## config.mk

```make
export PLATFORM = sky130hd
export DESIGN_NAME = ro_puf_controller
export DESIGN_NICKNAME = d
export VERILOG_FILES = /design/src/rtl/ro_puf_controller.sv
export SDC_FILE = /design/constraint.sdc
export NUM_CORES = 1
export LEC_CHECK = 0
export CAP_MARGIN = 20
export CORE_MARGIN = 2
export CORE_UTILIZATION = 60
export DETAILED_ROUTE_END_ITERATION = 10
export PLACE_DENSITY = 0.89
export SLEW_MARGIN = 0
export SYNTH_ARGS = -nofsm -noshare
export SYNTH_HDL_FRONTEND = slang
export SYNTH_SLANG_ARGS = --single-unit
```

## constraint.sdc

```tcl
create_clock -name clk -period 8.7 [get_ports clk]
set_input_delay 2.61 -clock clk [delete_from_list [all_inputs] [get_ports clk]]
set_output_delay 2.61 -clock clk [all_outputs]
set_load 0.02 [all_outputs]
```

## src/rtl/ro_puf_controller.sv

```systemverilog
// Ring-oscillator PUF evaluation sequencer: races one selected RO pair per
// response bit for a fixed window and records which ring produced more edges.
module ro_puf_controller #(
  parameter int NUM_SEL_W = 4,
  parameter int RESP_BITS = 8,
  parameter int CNT_W     = 16,
  parameter int WINDOW    = 1000,
  parameter int SETTLE    = 4
) (
  input  logic                             clk,
  input  logic                             rst_n,
  input  logic                             start,
  input  logic                             abort,
  input  logic [RESP_BITS*2*NUM_SEL_W-1:0] challenge,
  input  logic                             ro_a_in,
  input  logic                             ro_b_in,
  output logic                             ro_en,
  output logic [NUM_SEL_W-1:0]             sel_a,
  output logic [NUM_SEL_W-1:0]             sel_b,
  output logic                             busy,
  output logic                             done,
  output logic [RESP_BITS-1:0]             response,
  output logic [RESP_BITS-1:0]             tie_mask
);

  localparam int CH_W   = RESP_BITS * 2 * NUM_SEL_W;
  localparam int IDX_W  = (RESP_BITS > 1) ? $clog2(RESP_BITS) : 1;
  localparam int PH_MAX = (WINDOW > SETTLE) ? WINDOW : ((SETTLE > 2) ? SETTLE : 2);
  localparam int PH_W   = $clog2(PH_MAX + 1);

  localparam logic [PH_W-1:0]  SETTLE_LAST = PH_W'(SETTLE - 1);
  localparam logic [PH_W-1:0]  WINDOW_LAST = PH_W'(WINDOW - 1);
  localparam logic [PH_W-1:0]  DRAIN_LAST  = PH_W'(1);
  localparam logic [IDX_W-1:0] PAIR_LAST   = IDX_W'(RESP_BITS - 1);
  localparam logic [CNT_W-1:0] CNT_MAX     = {CNT_W{1'b1}};

  typedef enum logic [2:0] {
    ST_IDLE    = 3'd0,
    ST_SETUP   = 3'd1,
    ST_MEASURE = 3'd2,
    ST_DRAIN   = 3'd3,
    ST_COMPARE = 3'd4,
    ST_DONE    = 3'd5
  } state_t;

  // Select field of one pair; the {idx, upper} concatenation is the field number.
  function automatic logic [NUM_SEL_W-1:0] pair_sel(input logic [CH_W-1:0]  ch,
                                                    input logic [IDX_W-1:0] idx,
                                                    input logic             upper);
    int base;
    base = int'({idx, upper}) * NUM_SEL_W;
    return ch[base +: NUM_SEL_W];
  endfunction

  // Returns {response_bit, tie_bit}; a pair racing one ring against itself never reports 1.
  function automatic logic [1:0] judge(input logic [CNT_W-1:0]     ca,
                                       input logic [CNT_W-1:0]     cb,
                                       input logic [NUM_SEL_W-1:0] sa,
                                       input logic [NUM_SEL_W-1:0] sb);
    logic same_ro;
    same_ro = (sa == sb);
    return {(!same_ro && (ca > cb)), (same_ro || (ca == cb))};
  endfunction

  state_t                 state_r, state_nxt_s;
  logic [PH_W-1:0]        ph_r;
  logic [IDX_W-1:0]       pair_r, pair_nxt_s;
  logic [CH_W-1:0]        chal_r, chal_nxt_s;
  logic [2:0]             sync_a_r, sync_b_r;
  logic [CNT_W-1:0]       cnt_a_r, cnt_b_r;
  logic                   ro_en_r, busy_r, done_r;
  logic [NUM_SEL_W-1:0]   sel_a_r, sel_b_r;
  logic [RESP_BITS-1:0]   resp_r, tie_r;

  logic                   ph_last_s, busy_state_s, accept_s, kill_s, counting_s;
  logic                   edge_a_s, edge_b_s;
  logic [1:0]             judge_s;
  logic                   ro_en_s, busy_s, done_s;
  logic [NUM_SEL_W-1:0]   sel_a_s, sel_b_s;
  logic [RESP_BITS-1:0]   resp_s, tie_s;

  assign busy_state_s = state_r inside {ST_SETUP, ST_MEASURE, ST_DRAIN, ST_COMPARE};
  assign accept_s     = (state_r == ST_IDLE) && start && !abort;
  assign kill_s       = busy_state_s && abort;
  assign counting_s   = (state_r == ST_MEASURE) || (state_r == ST_DRAIN);
  assign edge_a_s     = sync_a_r[1] & ~sync_a_r[2];
  assign edge_b_s     = sync_b_r[1] & ~sync_b_r[2];
  assign judge_s      = judge(cnt_a_r, cnt_b_r, sel_a_r, sel_b_r);

  // Last cycle of the timed states.
  always_comb begin
    case (state_r)
      ST_SETUP:   ph_last_s = (ph_r == SETTLE_LAST);
      ST_MEASURE: ph_last_s = (ph_r == WINDOW_LAST);
      ST_DRAIN:   ph_last_s = (ph_r == DRAIN_LAST);
      default:    ph_last_s = 1'b1;
    endcase
  end

  // State register and in-state phase counter.
  always_ff @(posedge clk or negedge rst_n) begin
    if (!rst_n) begin
      state_r <= ST_IDLE;
      ph_r    <= '0;
    end else begin
      state_r <= state_nxt_s;
      if (state_nxt_s != state_r) begin
        ph_r <= '0;
      end else begin
        ph_r <= ph_r + PH_W'(1);
      end
    end
  end

  // Next-state logic; abort from any busy state wins over every other transition.
  always_comb begin
    state_nxt_s = state_r;
    if (kill_s) begin
      state_nxt_s = ST_IDLE;
    end else begin
      case (state_r)
        ST_IDLE:    state_nxt_s = accept_s ? ST_SETUP : ST_IDLE;
        ST_SETUP:   state_nxt_s = ph_last_s ? ST_MEASURE : ST_SETUP;
        ST_MEASURE: state_nxt_s = ph_last_s ? ST_DRAIN : ST_MEASURE;
        ST_DRAIN:   state_nxt_s = ph_last_s ? ST_COMPARE : ST_DRAIN;
        ST_COMPARE: state_nxt_s = (pair_r == PAIR_LAST) ? ST_DONE : ST_SETUP;
        ST_DONE:    state_nxt_s = ST_IDLE;
        default:    state_nxt_s = ST_IDLE;
      endcase
    end
  end

  // Pair index and challenge capture.
  always_comb begin
    pair_nxt_s = pair_r;
    chal_nxt_s = chal_r;
    if (accept_s) begin
      pair_nxt_s = '0;
      chal_nxt_s = challenge;
    end else if ((state_r == ST_COMPARE) && (state_nxt_s == ST_SETUP)) begin
      pair_nxt_s = pair_r + IDX_W'(1);
    end else begin
      pair_nxt_s = pair_r;
    end
  end

  // Output values for the coming state so the registered outputs line up with it.
  always_comb begin
    ro_en_s = (state_nxt_s == ST_MEASURE);
    busy_s  = state_nxt_s inside {ST_SETUP, ST_MEASURE, ST_DRAIN, ST_COMPARE};
    done_s  = (state_nxt_s == ST_DONE);
    if (state_nxt_s == ST_SETUP) begin
      sel_a_s = pair_sel(chal_nxt_s, pair_nxt_s, 1'b0);
      sel_b_s = pair_sel(chal_nxt_s, pair_nxt_s, 1'b1);
    end else begin
      sel_a_s = sel_a_r;
      sel_b_s = sel_b_r;
    end
  end

  // Response accumulation: cleared on accept or abort, one bit written per COMPARE.
  always_comb begin
    resp_s = resp_r;
    tie_s  = tie_r;
    if (accept_s || kill_s) begin
      resp_s = '0;
      tie_s  = '0;
    end else if (state_r == ST_COMPARE) begin
      resp_s[pair_r] = judge_s[1];
      tie_s[pair_r]  = judge_s[0];
    end else begin
      resp_s = resp_r;
    end
  end

  // Sequencing registers and registered outputs.
  always_ff @(posedge clk or negedge rst_n) begin
    if (!rst_n) begin
      pair_r  <= '0;
      chal_r  <= '0;
      ro_en_r <= 1'b0;
      busy_r  <= 1'b0;
      done_r  <= 1'b0;
      sel_a_r <= '0;
      sel_b_r <= '0;
      resp_r  <= '0;
      tie_r   <= '0;
    end else begin
      pair_r  <= pair_nxt_s;
      chal_r  <= chal_nxt_s;
      ro_en_r <= ro_en_s;
      busy_r  <= busy_s;
      done_r  <= done_s;
      sel_a_r <= sel_a_s;
      sel_b_r <= sel_b_s;
      resp_r  <= resp_s;
      tie_r   <= tie_s;
    end
  end

  // Two synchronizer flops plus one history flop per ring for edge detection.
  always_ff @(posedge clk or negedge rst_n) begin
    if (!rst_n) begin
      sync_a_r <= 3'b000;
      sync_b_r <= 3'b000;
    end else begin
      sync_a_r <= {sync_a_r[1:0], ro_a_in};
      sync_b_r <= {sync_b_r[1:0], ro_b_in};
    end
  end

  // Saturating edge counters; DRAIN keeps counting edges still inside the synchronizers.
  always_ff @(posedge clk or negedge rst_n) begin
    if (!rst_n) begin
      cnt_a_r <= '0;
      cnt_b_r <= '0;
    end else if (state_r == ST_SETUP) begin
      cnt_a_r <= '0;
      cnt_b_r <= '0;
    end else if (counting_s) begin
      if (edge_a_s && (cnt_a_r != CNT_MAX)) begin
        cnt_a_r <= cnt_a_r + CNT_W'(1);
      end else begin
        cnt_a_r <= cnt_a_r;
      end
      if (edge_b_s && (cnt_b_r != CNT_MAX)) begin
        cnt_b_r <= cnt_b_r + CNT_W'(1);
      end else begin
        cnt_b_r <= cnt_b_r;
      end
    end else begin
      cnt_a_r <= cnt_a_r;
      cnt_b_r <= cnt_b_r;
    end
  end

  assign ro_en    = ro_en_r;
  assign sel_a    = sel_a_r;
  assign sel_b    = sel_b_r;
  assign busy     = busy_r;
  assign done     = done_r;
  assign response = resp_r;
  assign tie_mask = tie_r;

endmodule

```

==> impl_results.md <==
- Outcome: finished, final reports clean
- P_leak: 4.07 nW
- Num ports: 97
- Total number of vias: 5964
- Post-route ant nets: 0
- Slowest CP cell: clkdlybuf4s50_1
- Placed insts: 976
- Cell depth of the worst setup path: 9
- CP Data Arrival Time: 5630 ps
- Crit. Startpoint: abort
- CTS Root Cell: clkbuf_16
- Final nets: 944
- GRT Resource Usage Total: 29.1%
- WP data required: 9010 ps
- Initial core utilization: 62.2%
- Syn Inst Count: 763
- Design area: 8850 um2
- CP delay by family, top: buffers and inverters
- DRC violation count after routing: 0
- Hold/Removal Path Class: reg -> reg
- Hold Path Depth: 0
- CP Launch Type: input port
- RSZ-0062 raised after global routing: false
- Die Wd: 113 um
- Count of final setup violators: 0
- Pwr Total: 2.14 mW
- Ys flop type: dfrtp_1
- Core Footprint: 11600 um2
- Layout cells sized above 1: 8.20%
- RePlAce Congestion: 0.873
- CTS H-tree depth: 4
- Tcrit/Tclk final: 61.2%
- Post-CTS Setup Bufs: 0
- Setup TNS: 0 ps
- Final std cells w/o fill: 1009
- R2R depth: 10
- First-pass GRT wire length: 29.6 mm
- Dpl cell area: 8270 um2
- Number of enable flip-flop cells after synthesis: 0
- PortBufs: 96
- Synthesized area: 7190 um2
- CTS Sinks: 145
- Critical R2R Launch: pair_r[0]$_DFF_PN0_
- Worst Hold Slack: 347 ps
- Syn_area_per_cell: 9.43 um2
- WP buf/inv: 2
- Share of flip-flops with an asynchronous set or reset: 100%
- Hold Buf Count CTS: 0
- Pre-CTS setup slack: 3090 ps
- P&R area growth vs syn: 23.0%
- Least-Margin Pin Slew: 1020 ps
- Final-report hold violation count: 0
- Most common cell in the synthesized netlist: nand2_1
- CTS resizes: 0
- CP Capture Type: register
- Layout Utilization: 76.5%
- Synth unique cells: 52
- Worst-path fanout max: 33
- DR vias/cell: 5.91
- YS warnings: 0
- Total gr overflow: 0
- Dominant cell type by area after synthesis: dfrtp_1
- Peak supply drop: 0.183 mV
- Fin crit period: 5320 ps
- Clk slew on worst S/H paths: 60 ps
- Relative slew slack: 31.0%
- Post-DP HPWL: 11.9 mm
- Synth area leaders: dfrtp_1, nand2_1, mux2i_1
- Filler cells: 740
- Initial antenna violation count: 0
- Drt wl/cell: 17.7 um
- Synthesized net count: 854
- Drt initial violations: 574
- RR Endpoint: sel_a[0]$_DFFE_PN0N_
- Reg2Reg Setup Slack: 5170 ps
- WS Path Type: in -> reg
- Clock Path Buffers: 2
- Worst Setup EP: sel_a[0]$_DFFE_PN0N_
- Die outline area: 12900 um2
- Synth top area share: 50.4%
- Vias in the first global route: 6083
- Synth top cells by count: nand2_1, dfrtp_1, nor2_1
- P per Cell Area: 242 nW/um2
- Max-slew violations: 0
- Clock Latency Late Sink: 420 ps
- Sequential fraction of the synthesis area: 50.4%
- Clock skew: 7.83 ps
- DRT Pass-1 Iters: 8
- Flops & latches, synth: 145
- Largest net degree at the start of global routing: 78
- CTS tree: built
- Max cap viols: 0
- CP max stage delay: 620 ps
- DRT Wirelength: 17.8 mm
- N_diodes: 0
- Crit path cell chain: clkdlybuf4s50_1, nor3b_1, a21oi_1, a211oi_4, buf_4, mux2i_1, o32a_1, o221ai_1, mux2_2
- CTS Buf Count: 17
- # rows: 39
- Max Clk Rate: 188 MHz
- Post-route setup slack: 3380 ps
- Die height: 113 um
## registers in the layout, summed over array words and instances, names as in the netlist, 4 cells and up
register,flops
cnt_b_r,16
tie_mask,8
chal_r,64
cnt_a_r,16
sel_b,4
response,8
sel_a,4
ph_r,10
## layout by cell type, fill, tap and decap left out, drive strengths merged, types with 3 or more instances in the layout
| cell type | instances |
|---|---|
| clkinv | 7 |
| a2111oi | 3 |
| and4 | 6 |
| mux2 | 16 |
| buf | 7 |
| o221ai | 8 |
| nor2 | 76 |
| xor2 | 16 |
| nor2b | 5 |
| a211oi | 3 |
| nor3 | 17 |
| o21ai | 18 |
| xnor2 | 20 |
| mux2i | 34 |
| clkbuf | 21 |
| clkdlybuf4s50 | 95 |
| dfrtp | 145 |
| nor3b | 3 |
| inv | 25 |
| o22ai | 10 |
| a21oi | 11 |
| nand3 | 26 |
| and2 | 4 |
| or3 | 3 |
| a21o | 5 |
| ha | 21 |
| and3 | 5 |
| nand2 | 207 |
| o32a | 8 |
| or2 | 3 |
| nand4 | 17 |
## how the worst min path moves through the flow
stage,start,end,slack (ps)
final,sync_a_r[0]$_DFF_PN0_,sync_a_r[1]$_DFF_PN0_,350
after global routing,sync_b_r[0]$_DFF_PN0_,sync_b_r[1]$_DFF_PN0_,360
after CTS,sync_b_r[0]$_DFF_PN0_,sync_b_r[1]$_DFF_PN0_,350
after detailed placement,sync_b_r[0]$_DFF_PN0_,sync_b_r[1]$_DFF_PN0_,340
after global placement,sync_b_r[0]$_DFF_PN0_,sync_b_r[1]$_DFF_PN0_,340
after floorplan,sync_a_r[0]$_DFF_PN0_,sync_a_r[1]$_DFF_PN0_,330
## metal layers
metal	global-route usage [%]	share of wire (%)	wire length, um
met4	12.4	3.1	555
met1	37.4	42	7500
met3	6.27	4.9	875
met5	0	0	0
met2	48.2	50	8890
## cell families after synthesis
| logic type | count (synthesis) | share of synthesized area [%] |
|---|---|---|
| buf+inv | 54 | 2.97 |
| compound gates | 78 | 8.47 |
| fa+ha+maj | 21 | 3.65 |
| simple gates | 379 | 22.8 |
| flops | 145 | 50.4 |
| mux | 50 | 7.24 |
| xor+xnor | 36 | 4.38 |
## area by class of cell
type	count	area [um2]	area share [%]
timing repair buffer	102	1000	11.4
multi-input combinational	564	3380	38.1
tap	143	179	2.02
clock inverter	11	105	1.19
clock buffer	21	470	5.32
sequential	145	3630	41.0
inverter	23	86.3	0.976
## report_power, final
group          total [mW]  internal [mW]  switching (mW)
Combinational       0.514          0.230           0.285
Clock               0.706          0.418           0.288
Sequential          0.925          0.817           0.108
Total                2.14           1.46           0.680
(Power assumes the default switching activity.)
